--- config.mk ---
export PLATFORM = sky130hd
export DESIGN_NAME = fifo_write_arbiter
export DESIGN_NICKNAME = d
export VERILOG_FILES = /design/src/rtl/fifo_write_arbiter.sv
export SDC_FILE = /design/constraint.sdc
export NUM_CORES = 1
export LEC_CHECK = 0
export BUFFER_PORTS_ARGS = -buffer_cell sky130_fd_sc_hd__buf_2
export CAP_MARGIN = 20
export CORE_MARGIN = 3
export CORE_UTILIZATION = 45
export DETAILED_ROUTE_END_ITERATION = 10
export GPL_ROUTABILITY_DRIVEN = 0
export PLACE_DENSITY = 0.82
export SLEW_MARGIN = 20
export SYNTH_ARGS = -nofsm -noshare
export SYNTH_HDL_FRONTEND = slang
export SYNTH_SLANG_ARGS = --single-unit
--- constraint.sdc ---
create_clock -name clk -period 4.8 [get_ports clk]
set_input_delay 0.96 -clock clk [delete_from_list [all_inputs] [get_ports clk]]
set_output_delay 0.96 -clock clk [all_outputs]
set_load 0.02 [all_outputs]
--- src/rtl/fifo_write_arbiter.sv ---
// Round-robin arbiter sharing one FIFO write port among several producers.
// A grant is held for up to C_BURST_LEN beats so a producer's data stays contiguous.
module fifo_write_arbiter #(
    parameter int C_DATA_WIDTH = 8,
    parameter int C_NUM_REQ    = 4,
    parameter int C_BURST_LEN  = 4
) (
    input  logic                              clk,
    input  logic                              resetn,
    input  logic [C_NUM_REQ-1:0]              req_valid,
    output logic [C_NUM_REQ-1:0]              req_ready,
    input  logic [C_NUM_REQ*C_DATA_WIDTH-1:0] req_data,
    output logic                              write_valid,
    input  logic                              write_ready,
    output logic [C_DATA_WIDTH-1:0]           write_data,
    output logic                              grant_active,
    output logic [$clog2(C_NUM_REQ)-1:0]      grant_id
);

    localparam int IW = $clog2(C_NUM_REQ);
    localparam int CW = $clog2(C_BURST_LEN + 1);

    typedef enum logic {
        S_IDLE,
        S_GRANT
    } state_e;

    state_e            state_q, state_d;
    logic [IW-1:0]     g_q, g_d;
    logic [IW-1:0]     ptr_q, ptr_d;
    logic [CW-1:0]     cnt_q, cnt_d;
    logic [CW-1:0]     cnt_inc;

    logic              hi_found, lo_found, found;
    logic [IW-1:0]     hi_idx, lo_idx, win;

    logic                    sel_valid;
    logic [C_DATA_WIDTH-1:0] sel_data;
    logic [C_NUM_REQ-1:0]    sel_ready;

    // Two-pass search: indices at or above ptr first, then the wrapped ones.
    always_comb begin
        hi_found = 1'b0;
        lo_found = 1'b0;
        hi_idx   = '0;
        lo_idx   = '0;
        for (int i = 0; i < C_NUM_REQ; i++) begin
            if (req_valid[i]) begin
                if (IW'(i) >= ptr_q) begin
                    if (!hi_found) begin
                        hi_found = 1'b1;
                        hi_idx   = IW'(i);
                    end
                end else if (!lo_found) begin
                    lo_found = 1'b1;
                    lo_idx   = IW'(i);
                end
            end
        end
        found = hi_found | lo_found;
        win   = hi_found ? hi_idx : lo_idx;
    end

    always_comb begin
        sel_valid = 1'b0;
        sel_data  = '0;
        sel_ready = '0;
        for (int i = 0; i < C_NUM_REQ; i++) begin
            if (g_q == IW'(i)) begin
                sel_valid    = req_valid[i];
                sel_data     = req_data[i*C_DATA_WIDTH +: C_DATA_WIDTH];
                sel_ready[i] = write_ready;
            end
        end
    end

    // Outputs are forced low during reset so no handshake can complete.
    always_comb begin
        req_ready    = '0;
        write_valid  = 1'b0;
        write_data   = '0;
        grant_active = 1'b0;
        grant_id     = '0;
        if (resetn && state_q == S_GRANT) begin
            req_ready    = sel_ready;
            write_valid  = sel_valid;
            write_data   = sel_data;
            grant_active = 1'b1;
            grant_id     = g_q;
        end
    end

    assign cnt_inc = cnt_q + 1'b1;

    always_comb begin
        state_d = state_q;
        g_d     = g_q;
        ptr_d   = ptr_q;
        cnt_d   = cnt_q;
        unique case (state_q)
            S_IDLE: begin
                if (found) begin
                    state_d = S_GRANT;
                    g_d     = win;
                    cnt_d   = '0;
                end
            end
            S_GRANT: begin
                if (!sel_valid ||
                    (write_ready && cnt_inc == CW'(C_BURST_LEN))) begin
                    state_d = S_IDLE;
                    cnt_d   = '0;
                    ptr_d   = (g_q == IW'(C_NUM_REQ - 1)) ? '0 : g_q + 1'b1;
                end else if (write_ready) begin
                    cnt_d = cnt_inc;
                end
            end
        endcase
    end

    always_ff @(posedge clk) begin
        if (!resetn) begin
            state_q <= S_IDLE;
            g_q     <= '0;
            cnt_q   <= '0;
            ptr_q   <= '0;
        end else begin
            state_q <= state_d;
            g_q     <= g_d;
            cnt_q   <= cnt_d;
            ptr_q   <= ptr_d;
        end
    end

endmodule

======== Word level (Yosys, flattened, before mapping) ========
Cells that the tools add are included.
storage, ports and cells
  register bits after elaboration ......... 8
  logic and storage cells ................. 86
cells by class
  $add $sub $neg .......................... 2
  magnitude comparators ................... 4
  equal/unequal tests ..................... 6
  muxes and demuxes ....................... 60
  bitwise logic cells ..................... 2
  reduce and logical (&&, ||, !) cells .... 8
operators with widths
  operator                                                          count
  2-to-1 mux 8 bit                                                  5
  2-to-1 mux 1 bit                                                  34
  2-to-1 mux 2 bit                                                  15
  2-to-1 mux 3 bit                                                  3
  case mux 3 bit (2 select lines)                                   1
  AND reduction 2 bit                                               3
  == test 2 bit, second input constant                              2
  greater-or-equal comparator 1 x 2 -> 1 bit, first input constant  2
  greater-or-equal comparator 2 bit, first input constant           2
  2-to-1 mux 4 bit                                                  1
  adder 3 x 1 -> 3 bit, second input constant                       1
  == test 3 bit, second input constant                              1
  != test 3 x 2 -> 1 bit, second input constant                     1
  adder 2 x 1 -> 2 bit, second input constant                       1
  == test 2 x 1 -> 1 bit, second input constant                     1
  logical AND 1 bit                                                 2
  zero test 2 bit                                                   1
  != test 2 bit, second input constant                              1
  case mux 1 bit (2 select lines)                                   1
  zero test 1 bit                                                   1
  logical OR 1 bit                                                  1
  NOT 1 bit                                                         1
  bitwise OR 1 bit                                                  1

======== Depth between registers and ports, before layout ========
Gate-level depths: netlist of run 1.
  word-level depth ........................ 13
  gate-level depth with buffers ........... 7
  gate-level depth less buffers ........... 6

======== Worst setup path before layout of run 1 ========
Ideal clock, no wire load.
  kind .................................... input -> output
  start ................................... input resetn
  end ..................................... output write_data[0]
  arrival time ............................ 1.939 ns
  buffers on the path ..................... 1
  required time ........................... 3.840 ns
  stages .................................. 4
  slack ................................... 1.901 ns
  cells stage by stage .................... nand2_2 > or2_0 > buf_6 > o31ai_1
between the ends
  word-level cells in the longest chain between the ends .. 2
ends and longest elaborated chain
  what               RTL line  text
  from (decl)        9         input logic resetn,
  logical AND 1 bit  84        if (resetn && state_q == S_GRANT) begin
  2-to-1 mux 8 bit   84
  to (decl)          15        output logic [C_DATA_WIDTH-1:0] write_data,
Every way passes these cells.

======== Worst setup path after layout of run 1 ========
  start ................................... register g_q[1]
  end ..................................... output write_data[2]
between the ends
  word-level cells in the longest chain between the ends .. 6
  elaborated cells on any way between the ends .. 9
ends and longest elaborated chain
  what                            RTL line  text
  from (decl)                     29        logic [IW-1:0] g_q, g_d;
  from (signal assigned)          129       g_q <= g_d;
  zero test 2 bit                 69        if (g_q == IW'(i)) begin
  2-to-1 mux 8 bit (3 in series)  69
  2-to-1 mux 8 bit (*)            69
  2-to-1 mux 8 bit (*)            84
Every way passes the cells marked *; elsewhere a longest branch is shown, timed or not.

==> impl_metrics.env, run 1 <==
export IMPL_antenna_found_initial=0
export IMPL_h_tree_depth=1
export IMPL_cts_tree="yes"
export IMPL_p_total_uw=223
export IMPL_io_buffers=54
export IMPL_ys_seq_elements=8
export IMPL_synth_nets=163
export IMPL_min_path_type="reg -> reg"
export IMPL_relSlewSlack_pct=60.8
export IMPL_die_width_microns=49.5
export IMPL_grt_overflow=0
export IMPL_core_area_sq_um=1760
export IMPL_vias_per_cell=5.79
export IMPL_grt_pass1_wl_microns=4630
export IMPL_antenna_left=0
export IMPL_dieArea_sq_um=2450
export IMPL_die_height_microns=49.5
export IMPL_clockBufferDepth=2
export IMPL_cts_root_buf="clkbuf_4"
export IMPL_peakVddDrop_v=0.000122
export IMPL_syn2layout_area_growth_pct=33.8
export IMPL_first_pass_iters=4
export IMPL_final_cells=193
export IMPL_yosys_area_top_type_share_pct=18.8
export IMPL_dp_cells=190
export IMPL_async_reset_ff_share_pct=0
export IMPL_critPathCaptureType="output port"
export IMPL_power_leakage_nw=0.559
export IMPL_cts_sinks=8
export IMPL_drc=0
export IMPL_yosys_most_used_dff="dfxtp_1"
export IMPL_path_class="reg -> out"
export IMPL_first_iter_violations=44
export IMPL_io_pins=55
export IMPL_hpwl_microns=2180
export IMPL_status="completed"
export IMPL_pre_cts_slack_ps=1740
export IMPL_post_dp_cell_area_sq_um=1120
export IMPL_timing_hold_violations_final=0
export IMPL_synth_edf_count=0
export IMPL_yosysSeqAreaShare_pct=18.8
export IMPL_track_usage_pct=23.3
export IMPL_cellPowerDensity_nw_per_um2=196
export IMPL_finish_instance_area_sq_um=1140
export IMPL_synth_commonest_cells="12 x inv_1, 10 x nand2_1, 9 x a221oi_1, 9 x nor2b_1"
export IMPL_cts_setup_buffers=0
export IMPL_period_needed_ps=3110
export IMPL_fin_skew_ps=7.63
export IMPL_clk_pin_slew_ps=50
export IMPL_grt_pass1_vias=1061
export IMPL_finalSetupViolations=0
export IMPL_diodes=0
export IMPL_rsz0062_at_grt="no"
export IMPL_timing_max_cap_violations=0
export IMPL_yosysMostFrequentCell="inv_1"
export IMPL_grt_max_degree=21
export IMPL_syn_avg_cell_area_sq_um=7.21
export IMPL_cp_max_fo=14
export IMPL_slew_viol_final=0
export IMPL_synth_area_leaders="dfxtp_1 19%, a221oi_1 9.3%, ha_1 8.8%"
export IMPL_start_util_pct=48.2
export IMPL_setup_ws_ps=1690
export IMPL_vias=1117
export IMPL_ctsHoldBuffers=0
export IMPL_cts_buffers=3
export IMPL_drt_wl_total_microns=2790
export IMPL_period_share_pct=64.7
export IMPL_tightest_slew_ps=588
export IMPL_cp_start_kind="flip-flop"
export IMPL_syn_instance_count=118
export IMPL_tns_ps=0
export IMPL_final_net_count=215
export IMPL_cts_resized=0
export IMPL_synth_area_sq_um=851
export IMPL_yosys_area_top_type="dfxtp_1"
export IMPL_insertion_delay_ps=250
export IMPL_crit_arrival_ps=2150
export IMPL_cp_required_ps=3840
export IMPL_ys_warn_count=0
export IMPL_synth_distinct_cells=33
export IMPL_drive_above_1_share_pct=35.1
export IMPL_wl_per_cell_microns=14.5
export IMPL_fmax_ghz=0.322
export IMPL_row_count=15
## through the flow
| step | hold slack (ps) | util, % |
|---|---|---|
| floorplan | 443 | - |
| global placement | 470 | 63.3 |
| detailed placement | 474 | 63.3 |
| CTS | 480 | 64.5 |
| global route | 490 | 64.5 |
| finish | 483 | 64.5 |
## registers in the layout, indices dropped and copies added, names as in the netlist
name and count:
g_q 2, cnt_q 3, state_q 1, ptr_q 2
## layout make-up
cell class | instances | area [sq um]
flip-flops and latches | 8 | 160
multi-input cells | 91 | 609
repair buffers | 54 | 270
fillers | 169 | 626
well taps | 25 | 31.3
inverters | 12 | 45.0
clock buffers | 3 | 22.5
## worst paths after layout
path | startpoint | to | slack, ps | depth (start not counted)
worst max-delay path | g_q[1]$_SDFFE_PN0P_ | write_data[2] | 1690 | 6
worst min-delay path | ptr_q[0]$_SDFFE_PN0P_ | ptr_q[0]$_SDFFE_PN0P_ | 480 | 2
worst max register to register | g_q[0]$_SDFFE_PN0P_ | ptr_q[0]$_SDFFE_PN0P_ | 2670 | 6
worst min register to register | ptr_q[0]$_SDFFE_PN0P_ | ptr_q[0]$_SDFFE_PN0P_ | 480 | 2
## routing by layer
layer,track usage [%],up-vias,wire length (microns)
li1,-,543,-
met1,27.0,528,1110
met2,43.3,42,1490
met3,3.32,4,159
met4,7.83,0,24
met5,0,-,0
## critical path: stages, from the launching register on
cell and delay [ps]:
dfxtp_1 390, inv_1 110, ha_1 340, nor2b_1 450
a221oi_1 170, o31ai_1 240, buf_2 200
## layout by cell type (no fill, tap or decap), types with 2 or more instances in the layout
cell type  Yosys  layout
ha_1           6       6
nor2_1         2       2
a21oi_1        8       8
and3_1         5       5
clkbuf_4       0       3
nand3_1        8       8
and2_1         2       2
dfxtp_1        8       8
inv_1         12      12
o21ai_0        3       3
nor2b_1        9       9
mux2i_1        3       3
a221oi_1       9       9
a211oi_1       2       2
nand3b_1       2       2
nand2_1       10      10
o31ai_1        7       7
o22ai_1        2       2
buf_2          2      54
## where the power goes
group / internal (mW) / switching (mW)
combinational: 0.0412 / 0.0557
sequential: 0.0709 / 0.00520
clock: 0.0285 / 0.0215
## cell families after synthesis
| logic type | Yosys count | share of synthesized area (%) |
|---|---|---|
| DFF | 8 | 18.8 |
| and+or+nand+nor | 46 | 29.3 |
| AOI/OAI and AO/OA | 36 | 30.0 |
| adders and majority gates | 6 | 8.82 |
| buffers and inverters | 19 | 9.56 |
| muxes | 3 | 3.53 |
(Power assumes the default switching activity.)
==> inputs of run 2 (changes only) <==
Settings changed: CORE_UTILIZATION 45 to 42, PLACE_DENSITY 0.82 to 0.77.
Clock period 4.8 ns to 3 ns, I/O delays scaled along.
==> run 2 against run 1 <==
Effect of this change: sequential cell count is the same; critical path type unchanged; power grew 58%; die area rose by 6.3%; hold slack got worse by 19 ps; global-route usage is 3.5 points lower; clock-buffer cell count did not move; highest routed layer unchanged; first-iteration DRC count fell by 52%; sequential share of layout area unchanged; setup slack worse by 1400 ps; final area unchanged; register-to-register slack worse by 1700 ps.
==> impl_metrics.env, run 2 (synthesis results as in run 1) <==
export IMPL_status="completed"
export IMPL_dieArea_sq_um=2600
export IMPL_vias=1069
export IMPL_cts_resized=0
export IMPL_cp_start_kind="flip-flop"
export IMPL_cp_max_fo=14
export IMPL_min_path_type="reg -> reg"
export IMPL_rrSetupSlack_ps=990
export IMPL_core_area_sq_um=1820
export IMPL_start_util_pct=46.7
export IMPL_first_pass_iters=4
export IMPL_insertion_delay_ps=250
export IMPL_drt_wl_total_microns=2600
export IMPL_reg_top3="cnt_q (3), g_q (2), ptr_q (2)"
export IMPL_cellPowerDensity_nw_per_um2=309
export IMPL_antenna_left=0
export IMPL_cts_root_buf="clkbuf_4"
export IMPL_finalSetupViolations=0
export IMPL_grt_pass1_vias=977
export IMPL_period_share_pct=91.1
export IMPL_hold_path_startpoint="ptr_q[0]$_SDFFE_PN0P_"
export IMPL_fmax_ghz=0.366
export IMPL_diodes=0
export IMPL_track_usage_pct=19.8
export IMPL_relSlewSlack_pct=64.3
export IMPL_grt_max_degree=21
export IMPL_cts_sinks=8
export IMPL_vias_per_cell=5.54
export IMPL_cp_required_ps=2400
export IMPL_rsz0062_at_grt="no"
export IMPL_ctsHoldBuffers=0
export IMPL_clk_pin_slew_ps=50
export IMPL_critPathCaptureType="output port"
export IMPL_min_to="ptr_q[0]$_SDFFE_PN0P_"
export IMPL_io_pins=55
export IMPL_cts_setup_buffers=0
export IMPL_slew_viol_final=0
export IMPL_max_stage_delay_ps=450
export IMPL_row_count=15
export IMPL_timing_max_cap_violations=0
export IMPL_timing_rr_end="cnt_q[1]$_SDFFE_PN0P_"
export IMPL_path_class="reg -> out"
export IMPL_cts_buffers=3
export IMPL_drc=0
export IMPL_cp_slowest_cell="nor2b_1"
export IMPL_die_width_microns=51.0
export IMPL_setup_ws_ps=267
export IMPL_wl_per_cell_microns=13.5
export IMPL_final_cells=193
export IMPL_clockBufferDepth=2
export IMPL_p_total_uw=352
export IMPL_period_needed_ps=2730
export IMPL_cts_tree="yes"
export IMPL_final_net_count=215
export IMPL_tightest_slew_ps=536
export IMPL_grt_overflow=0
export IMPL_reg2regPathDepth=6
export IMPL_first_iter_violations=21
export IMPL_drive_above_1_share_pct=35.1
export IMPL_final_common_cell="buf_2"
export IMPL_io_buffers=54
export IMPL_regToRegStartpoint="g_q[0]$_SDFFE_PN0P_"
export IMPL_peakVddDrop_v=0.000243
export IMPL_dp_cells=190
export IMPL_hpwl_microns=2130
export IMPL_worstHoldPathCells=2
export IMPL_final_cell_mix="54 x buf_2, 12 x inv_1, 10 x nand2_1"
export IMPL_fin_skew_ps=6.45
export IMPL_die_height_microns=51.0
export IMPL_power_leakage_nw=0.559
export IMPL_crit_chain="inv_1 -> ha_1 -> nor2b_1 -> a221oi_1 -> o31ai_1 -> buf_2"
export IMPL_critPathTopFamily="simple AND/OR/NAND/NOR gates"
export IMPL_pre_cts_slack_ps=563
export IMPL_grt_pass1_wl_microns=4130
export IMPL_timing_hold_violations_final=0
export IMPL_syn2layout_area_growth_pct=33.8
export IMPL_tns_ps=0
export IMPL_regMostFlops="cnt_q"
export IMPL_largest_reg_flops=3
export IMPL_cp_num_buf_inv=2
export IMPL_h_tree_depth=1
export IMPL_antenna_found_initial=0
export IMPL_crit_arrival_ps=2130
-- run 2: cell counts in the layout (fill, tap and decap cells not counted) --
Identical to the previous run, type by type.
-- run 2: layout make-up --
type                    count  area [sq um]
fillers                   176           682
multi-input cells          91           609
repair buffers             54           270
flip-flops and latches      8           160
inverters                  12          45.0
well taps                  25          31.3
clock buffers               3          22.5
-- run 2: stage by stage --
| step | hold WS (ps) | cell area [sq um] | utilization [%] |
|---|---|---|---|
| CTS | 469 | 1140 | 62.5 |
| floorplan | 443 | 851 | - |
| global placement | 457 | 1120 | 61.3 |
| global route | 505 | 1140 | 62.5 |
| detailed placement | 459 | 1120 | 61.3 |
| finish | 464 | 1140 | 62.5 |
-- run 2: worst register-to-register path, stage by stage, from the launching register on --
cell and delay [ps]:
dfxtp_1 340, inv_1 110, ha_1 500, nor2b_1 240, mux2i_1 140, a41oi_1 400
o22ai_1 120
-- run 2: routing by layer --
| metal | global-route usage (%) | wire [microns] | vias to the layer above |
|---|---|---|---|
| li1 | - | - | 537 |
| met4 | 6.28 | 18 | 0 |
| met3 | 2.33 | 157 | 4 |
| met5 | 0 | 0 | - |
| met1 | 24.2 | 1120 | 487 |
| met2 | 35.6 | 1300 | 41 |
-- run 2: worst max path at each step --
stage | to | cells after the start | startpoint
2_1_floorplan | write_data[6] | 7 | g_q[1]$_SDFFE_PN0P_
3_3_place_gp | write_data[2] | 6 | g_q[1]$_SDFFE_PN0P_
3_5_place_dp | write_data[4] | 6 | g_q[1]$_SDFFE_PN0P_
4_1_cts | write_data[4] | 6 | g_q[1]$_SDFFE_PN0P_
5_1_grt | write_data[4] | 6 | g_q[1]$_SDFFE_PN0P_
6_report | write_data[4] | 6 | g_q[1]$_SDFFE_PN0P_
-- run 2: power breakdown --
| group | total [mW] | leakage (nW) | internal [mW] | switching, mW |
|---|---|---|---|---|
| Combinational | 0.153 | 0.480 | 0.0660 | 0.0871 |
| Sequential | 0.120 | 0.0653 | 0.113 | 0.00682 |
| Clock | 0.0783 | 0.0138 | 0.0455 | 0.0328 |
